### config.mk
export PLATFORM = sky130hd
export DESIGN_NAME = seq_decoder
export DESIGN_NICKNAME = d
export VERILOG_FILES = /design/src/rtl/dec_pkg.sv /design/src/rtl/dec_hold_cnt.sv /design/src/rtl/seq_decoder.sv
export SDC_FILE = /design/constraint.sdc
export NUM_CORES = 1
export LEC_CHECK = 0
export BUFFER_PORTS_ARGS = -buffer_cell sky130_fd_sc_hd__buf_4
export CORE_AREA = 4 4 41 43
export CTS_CLUSTER_DIAMETER = 80
export DETAILED_ROUTE_END_ITERATION = 10
export DIE_AREA = 0 0 45 47
export GPL_TIMING_DRIVEN = 0
export PLACE_DENSITY_LB_ADDON = 0.12
export SLEW_MARGIN = 20
export SYNTH_ARGS = -nofsm -noshare
export SYNTH_HDL_FRONTEND = slang
export SYNTH_HIERARCHICAL = 1
export SYNTH_SLANG_ARGS = --single-unit
### constraint.sdc
create_clock -name clk -period 1.3 [get_ports clk]
set_input_delay 0.065 -clock clk [delete_from_list [all_inputs] [get_ports clk]]
set_output_delay 0.065 -clock clk [all_outputs]
set_load 0.005 [all_outputs]
### src/rtl/dec_pkg.sv
// Shared state type and select-decode helpers for seq_decoder.
// Range checking is enabled by defining DEC_RANGE_CHK_EN when building seq_decoder.
package dec_pkg;

    typedef enum logic {
        IDLE = 1'b0,
        HOLD = 1'b1
    } state_e;

    localparam int unsigned MAX_SEL_W = 8;
    localparam int unsigned MAX_OUT   = 1 << MAX_SEL_W;

    // Width of a down-counter that must hold HOLD_CYC-1.
    function automatic int unsigned cnt_width(input int unsigned hold_cyc);
        return $clog2(hold_cyc + 1);
    endfunction

    function automatic logic sel_in_range(input logic [MAX_SEL_W-1:0] sel,
                                          input int unsigned         num_out);
        return (32'(sel) < num_out);
    endfunction

    // One-hot of sel over the widest supported output; all-zero when out of range.
    function automatic logic [MAX_OUT-1:0] onehot(input logic [MAX_SEL_W-1:0] sel,
                                                  input int unsigned         num_out);
        logic [MAX_OUT-1:0] v;
        v = '0;
        if (sel_in_range(sel, num_out)) begin
            v[sel] = 1'b1;
        end
        return v;
    endfunction

endpackage

### src/rtl/dec_hold_cnt.sv
// Loadable down-counter that stops at zero; times how long a decoded line is held.
module dec_hold_cnt #(
    parameter int unsigned W = 1
) (
    input  logic         clk,
    input  logic         rst_n,
    input  logic         load,
    input  logic [W-1:0] load_val,
    output logic [W-1:0] cnt,
    output logic         zero
);

    logic [W-1:0] cnt_q;

    always_ff @(posedge clk or negedge rst_n) begin
        if (!rst_n) begin
            cnt_q <= '0;
        end else if (load) begin
            cnt_q <= load_val;
        end else if (cnt_q != '0) begin
            cnt_q <= cnt_q - W'(1);
        end
    end

    assign cnt  = cnt_q;
    assign zero = (cnt_q == '0);

endmodule

### src/rtl/seq_decoder.sv
// Registered SEL_W-to-NUM_OUT one-hot decoder with valid/ready intake and timed hold.
// Optional feature: define DEC_RANGE_CHK_EN to reject out-of-range selects with an err pulse.
module seq_decoder
    import dec_pkg::*;
#(
    parameter int unsigned SEL_W    = 2,
    parameter int unsigned NUM_OUT  = 4,
    parameter int unsigned HOLD_CYC = 1
) (
    input  logic               clk,
    input  logic               rst_n,
    input  logic               in_valid,
    output logic               in_ready,
    input  logic [SEL_W-1:0]   sel,
    input  logic               en,
    output logic [NUM_OUT-1:0] y,
    output logic               busy,
    output logic               done,
    output logic               err
);

    localparam int unsigned     CNT_W    = cnt_width(HOLD_CYC);
    localparam logic [CNT_W-1:0] LOAD_VAL = CNT_W'(HOLD_CYC - 1);

    state_e             state_q, state_d;
    logic [NUM_OUT-1:0] y_q, y_d;
    logic               busy_q, busy_d;
    logic               accept_c;
    logic               cnt_load_c;
    logic               cnt_zero_c;
    logic [CNT_W-1:0]   cnt_c;
    logic [MAX_SEL_W-1:0] sel_ext_c;

    dec_hold_cnt #(
        .W (CNT_W)
    ) u_hold_cnt (
        .clk      (clk),
        .rst_n    (rst_n),
        .load     (cnt_load_c),
        .load_val (LOAD_VAL),
        .cnt      (cnt_c),
        .zero     (cnt_zero_c)
    );

    // A new request may land in IDLE or in the final hold cycle, giving seamless back-to-back lines.
    assign in_ready  = rst_n & ((state_q == IDLE) | ((state_q == HOLD) & cnt_zero_c));
    assign accept_c  = in_valid & in_ready;
    assign sel_ext_c = MAX_SEL_W'(sel);

`ifdef DEC_RANGE_CHK_EN
    logic err_q, err_d;
    logic in_range_c;

    assign in_range_c = sel_in_range(sel_ext_c, NUM_OUT);
`endif

    always_comb begin
        state_d    = state_q;
        y_d        = y_q;
        busy_d     = busy_q;
        cnt_load_c = 1'b0;
`ifdef DEC_RANGE_CHK_EN
        err_d      = 1'b0;
`endif
        if (accept_c) begin
            // Out-of-range selects decode to zero, so they behave like en=0 requests.
            state_d    = HOLD;
            y_d        = en ? NUM_OUT'(onehot(sel_ext_c, NUM_OUT)) : '0;
            busy_d     = 1'b1;
            cnt_load_c = 1'b1;
`ifdef DEC_RANGE_CHK_EN
            if (!in_range_c) begin
                state_d    = IDLE;
                y_d        = '0;
                busy_d     = 1'b0;
                cnt_load_c = 1'b0;
                err_d      = 1'b1;
            end
`endif
        end else if ((state_q == HOLD) && cnt_zero_c) begin
            state_d = IDLE;
            y_d     = '0;
            busy_d  = 1'b0;
        end
    end

    always_ff @(posedge clk or negedge rst_n) begin
        if (!rst_n) begin
            state_q <= IDLE;
            y_q     <= '0;
            busy_q  <= 1'b0;
        end else begin
            state_q <= state_d;
            y_q     <= y_d;
            busy_q  <= busy_d;
        end
    end

`ifdef DEC_RANGE_CHK_EN
    always_ff @(posedge clk or negedge rst_n) begin
        if (!rst_n) begin
            err_q <= 1'b0;
        end else begin
            err_q <= err_d;
        end
    end

    assign err = err_q;
`else
    assign err = 1'b0;
`endif

    assign y    = y_q;
    assign busy = busy_q;
    assign done = (state_q == HOLD) & cnt_zero_c;

    a_y_onehot0 : assert property (@(posedge clk) disable iff (!rst_n) $onehot0(y_q));
    a_idle_cnt_zero : assert property (@(posedge clk) disable iff (!rst_n)
                                       (state_q == IDLE) |-> (cnt_c == '0));

endmodule

==> results of run 1 <==
## synth_stat cells, drive strengths merged
cell / number
and2: 4
nor2b: 1
buf: 1
a32o: 2
conb: 1
nand2b: 1
dfrtp: 6
o21ba: 1
inv: 2
o2bb2ai: 2
nand2: 2
and3: 1
nand4b: 1
## state kept, by name, summed over array words and instances, names as in the netlist
register	count
state_q	1
y	4
u_hold_cnt/cnt	1
## worst max-delay path: cells and delay by family
| kind | cells | cell delay (ps) |
|---|---|---|
| buffers and inverters | 2 | 690 |
| AO/OA/AOI/OAI | 2 | 440 |
| AND/OR/NAND/NOR | 1 | 100 |
## layer usage
| metal | vias up | GRT usage [%] | wire [microns] |
|---|---|---|---|
| met5 | - | 0 | 0 |
| met4 | 0 | 1.754 | 0 |
| met3 | 0 | 4.981 | 53 |
| met2 | 10 | 9.605 | 271 |
| met1 | 106 | 6.961 | 238 |
| li1 | 120 | - | - |
## cells by family after synthesis
logic type	Yosys count
compound gates	5
flops	6
buf+inv	3
other cells	1
simple gates	10
## area by class of cell
type	instances	area, sq um	share of cell area [%]
well taps	15	18.77	4.451
flip-flops and latches	6	150.1	35.61
plain buffers	1	7.507	1.780
inverters	2	7.507	1.780
clock buffers	3	22.52	5.341
repair buffers	13	100.1	23.74
multi-input cells	17	115.1	27.30
## how the worst max path moves through the flow
stage / from / end / slack [ps] / cells after the start
6_report: rst_n / y[2]$_DFFE_PN0P_ / 120 / 5
5_1_grt: rst_n / y[2]$_DFFE_PN0P_ / 60 / 5
4_1_cts: rst_n / y[3]$_DFFE_PN0P_ / 110 / 5
3_5_place_dp: u_hold_cnt/cnt$_DFF_PN0_ / y[3]$_DFFE_PN0P_ / 180 / 4
3_3_place_gp: u_hold_cnt/cnt$_DFF_PN0_ / y[3]$_DFFE_PN0P_ / 200 / 4
2_1_floorplan: u_hold_cnt/cnt$_DFF_PN0_ / y[2]$_DFFE_PN0P_ / 260 / 4
## power by group
part           switching (mW)  internal, mW  total [mW]
clock                  0.0602         0.104       0.164
combinational          0.0275        0.0428      0.0703
sequential            0.00575         0.197       0.203
## through the flow
step / cells / setup WS [ps] / power, mW / util [%]
5_1_grt: 57 / 61.42 / 0.4649 / 32.40
2_1_floorplan: 26 / 261.4 / 0.2334 / -
3_5_place_dp: 53 / 178.1 / 0.2753 / 29.90
4_1_cts: 57 / 112.6 / 0.4439 / 32.40
3_3_place_gp: 53 / 204.5 / 0.2737 / 29.90
6_report: 57 / 123.1 / 0.4376 / 32.40
## repair_timing
item,CTS,global route
hold buffers,1,0
endpoints found under the setup margin,0,0
hold endpoints to repair,6,0
==> impl_metrics.yaml, run 1 <==
outcome:
  outcome: "complete, no violations"
drt:
  drtIter0Drc: 5
  vias_per_cell: 4.140
  routed_wl_microns: 564
  postRouteAntennaNets: 0
  remaining_drc_errors: 0
  avgRoutedWirePerCell_microns: 9.895
  drtPass1Iterations: 4
  vias: 236
placement:
  numPortBuffers: 12
  gp_congestion: 0.6907
  placed_area_sq_um: 389.1
floorplan:
  std_cell_rows: 13
  die_area_sq_um: 2115
  die_x_microns: 45
  num_io_pins: 14
  die_y_microns: 47
  fp.coreArea_sq_um: 1301
  start_util_pct: 21.25
clocking:
  cts_tree: "built"
  clock_sinks: 6
  h-tree-depth: 1
  cts.path.max_buffers: 2
  insertion_delay_ps: 240
  post_cts_buffers: 0
  cts_made_buffers: 3
  cts-root-buf: "clkbuf_4"
  clk_pin_slew_ps: 40
  postCtsResizedCells: 0
synthesis:
  ys_seq_area_share_pct: 54.30
  ys_types: 13
  synth_compound_area_share_pct: 17.19
  ys_seq_elements: 6
  synth_top_family_by_area: "simple AND/OR/NAND/NOR gates"
  synth_adder_area_share_pct: 0
  syn_area_per_cell_sq_um: 11.06
  syn_inst: 25
  netlist_top_cells_area: "dfrtp_1 54%, and2_1 9.0%, a32o_1 7.2%"
  synth_area_sq_um: 276.5
  yosys.area_share.xor_xnor_pct: 0
  ys_warn_count: 6
  synth_top_area_cell: "dfrtp_1"
  synth-simple-area-share_pct: 21.72
  yosysTopAreaCellShare_pct: 54.30
  synthMuxAreaShare_pct: 0
power_and_ir_drop:
  max-vdd-ir-drop_uv: 356.9
  leakage_nw: 0.2167
  p_per_area_nw_per_um2: 1038
layout:
  area_growth_syn_to_layout_pct: 52.49
  final_cell_mix: "13 x buf_4, 6 x dfrtp_1, 4 x and2_1"
  postLayoutCellArea_sq_um: 421.7
  diodes: 0
  final_common_cell: "buf_4"
  drive_gt1_share_pct: 40.48
  fin_nets: 50
  num-fill-cells: 148
critical_path:
  path_class: "in2reg"
  r2r-end: "y[2]$_DFFE_PN0P_"
  cp_slowest_cell: "dlygate4sd3_1"
  r2r_start: "u_hold_cnt/cnt$_DFF_PN0_"
  slowest_delay_ps: 520
  crit_path_max_fanout: 10
  cp-start-kind: "input port"
  rr_worst_depth: 4
  cp.required_ps: 1420
  crit_arrival_ps: 1300
  r2r_slack_ps: 190
  crit_chain: "dlygate4sd3_1 > buf_4 > nand2_1 > o21ba_2 > a32o_1"
  endpoint_kind: "register"
global_route:
  grt_antenna_before_repair: 0
  grt_pass1_vias: 230
  grtUsageTotal_pct: 6.364
  grt_max_degree: 11
  grt_pass1_wl_microns: 945
  overflow: 0
min_path:
  min_to: "y[0]$_DFFE_PN0P_"
  hp-start: "sel[0]"
  hold_depth: 2
  hp-class: "in2reg"
sta:
  hold_viol_final: 0
  timing.hold.ws_ps: 18.84
  setup_tns_ps: 0
  rsz0062_at_grt: "no"
  min_period_ps: 1177
  max_freq_mhz: 849.7
  finalClockSkew_ps: 2.029
  setup_viol: 0
  slew_violations: 0
  period_share_pct: 90.53
run:
  max_cap_violations: 0
No activity file was read; power rests on OpenSTA's default activity.
==> run 2: changes to the inputs <==
Settings changed: ABC_CLOCK_PERIOD_IN_PS set to 1300, BUFFER_PORTS_ARGS -buffer_cell sky130_fd_sc_hd__buf_4 to -buffer_cell sky130_fd_sc_hd__buf_2.
==> run 2 against run 1 <==
Effect of this change:
- setup slack worse by 30 ps
- sequential share of layout area up 2.5 points
- cell count unchanged
- critical path type unchanged
- combinational power down 14%
- clock-buffer cell count unchanged
- wire length up 1.2%
- sequential power about the same
- power down 1.5%
- register-to-register slack about the same
- hold slack better by 3.5 ps
- global-route usage up 1.0 points
- via count down 2.5%
==> impl_metrics.yaml, run 2 (same netlist as run 1, synthesis figures left out) <==
critical_path:
  r2r_start: "u_hold_cnt/cnt$_DFF_PN0_"
  path_class: "in2reg"
  slowest_delay_ps: 520
  crit_chain: "dlygate4sd3_1 > clkbuf_4 > nand2_1 > o21ba_2 > a32o_1"
  endpoint_kind: "register"
  r2r-end: "y[3]$_DFFE_PN0P_"
  crit_arrival_ps: 1330
  r2r_slack_ps: 200
  rr_worst_depth: 4
  crit_path_max_fanout: 10
  cp_slowest_cell: "dlygate4sd3_1"
  cp-start-kind: "input port"
  cp.required_ps: 1430
drt:
  avgRoutedWirePerCell_microns: 10.02
  postRouteAntennaNets: 0
  routed_wl_microns: 571
  drtIter0Drc: 2
  vias_per_cell: 4.035
  remaining_drc_errors: 0
  vias: 230
  drtPass1Iterations: 2
sta:
  layout_setup_ws_ps: 92.63
  setup_viol: 0
  finalClockSkew_ps: 3.119
  period_share_pct: 92.87
  slew_violations: 0
  rsz0062_at_grt: "no"
  hold_viol_final: 0
  setup_tns_ps: 0
  min_period_ps: 1207
  max_freq_mhz: 828.2
layout:
  drive_gt1_share_pct: 40.48
  final_common_cell: "buf_2"
  stdcell_count: 57
  fin_nets: 50
  largest_register_ffs: 4
  final_cell_mix: "11 x buf_2, 6 x dfrtp_1, 4 x and2_1, 4 x clkbuf_4"
  postLayoutCellArea_sq_um: 394.1
  diodes: 0
  area_growth_syn_to_layout_pct: 42.53
clocking:
  cts-root-buf: "clkbuf_4"
  clk_pin_slew_ps: 50
  insertion_delay_ps: 240
  cts_made_buffers: 3
  cts.path.max_buffers: 2
  h-tree-depth: 1
  cts_tree: "built"
  clock_sinks: 6
placement:
  placed_area_sq_um: 359.1
  numPortBuffers: 12
  gp_congestion: 0.6788
  placed_cells: 53
  place_ws_ps: 180.0
power_and_ir_drop:
  power_mw: 0.4312
  max-vdd-ir-drop_uv: 271.4
  leakage_nw: 0.2113
  p_per_area_nw_per_um2: 1094
floorplan:
  fp.coreArea_sq_um: 1301
  die_y_microns: 47
  die_area_sq_um: 2115
  die_x_microns: 45
  std_cell_rows: 13
  start_util_pct: 21.25
  num_io_pins: 14
min_path:
  hold_depth: 2
  hp-class: "in2reg"
  min_to: "y[0]$_DFFE_PN0P_"
  hp-start: "sel[0]"
global_route:
  grt_antenna_before_repair: 0
  grt_pass1_wl_microns: 986
  grt_max_degree: 11
  grt_pass1_vias: 221
  grtUsageTotal_pct: 7.387
  overflow: 0
run:
  max_cap_violations: 0
outcome:
  outcome: "complete, no violations"
==> run 2: how the worst max path moves through the flow <==
stage,startpoint,endpoint,slack (ps),cells past startpoint
floorplan,u_hold_cnt/cnt$_DFF_PN0_,y[2]$_DFFE_PN0P_,260,4
global placement,u_hold_cnt/cnt$_DFF_PN0_,y[3]$_DFFE_PN0P_,200,4
detailed placement,u_hold_cnt/cnt$_DFF_PN0_,y[3]$_DFFE_PN0P_,180,4
CTS,rst_n,y[3]$_DFFE_PN0P_,50,5
global route,rst_n,y[3]$_DFFE_PN0P_,50,5
finish,rst_n,y[3]$_DFFE_PN0P_,90,5
==> run 2: layout make-up <==
| class | instances | area, sq um |
|---|---|---|
| fill | 151 | 907.1 |
| sequential | 6 | 150.1 |
| multi-input combinational | 17 | 115.1 |
| timing repair buffer | 13 | 72.57 |
| clock buffer | 3 | 22.52 |
| tap | 15 | 18.77 |
| buffer | 1 | 7.507 |
| inverter | 2 | 7.507 |
==> run 2: report_power, final <==
part / internal [mW] / switching, mW / total, mW
Clock: 0.104 / 0.0644 / 0.169
Combinational: 0.0328 / 0.0275 / 0.0603
Sequential: 0.197 / 0.00498 / 0.202
Total: 0.334 / 0.0969 / 0.431
==> run 2: repair_timing <==
action	4_1_cts	5_1_grt
hold buffers	1	0
setup endpoints to repair	0	2
endpoints found under the hold margin	6	0
resized for setup	0	1
buffers inserted	0	0
==> run 2: critical path, delay by kind of cell <==
family | cells | cell delay [ps]
and+or+nand+nor | 1 | 100
buffers and inverters | 2 | 720
AOI/OAI and AO/OA | 2 | 440
==> run 2: metal layers <==
metal / wire (microns) / GRT usage [%] / vias to the layer above / share of wire, %
met4: 0 / 7.018 / 0 / 0
met2: 261 / 9.040 / 8 / 46
met5: 0 / 0 / - / 0
li1: - / - / 121 / -
met1: 260 / 7.621 / 101 / 46
met3: 49 / 6.130 / 0 / 8.6
==> run 2: per-stage QoR <==
| step | utilization [%] | hold WS, ps |
|---|---|---|
| floorplan | - | -230.6 |
| global placement | 27.60 | -86.13 |
| CTS | 30.10 | 18.66 |
| global route | 30.29 | 12.82 |
| detailed placement | 27.60 | -80.56 |
| finish | 30.29 | 22.36 |
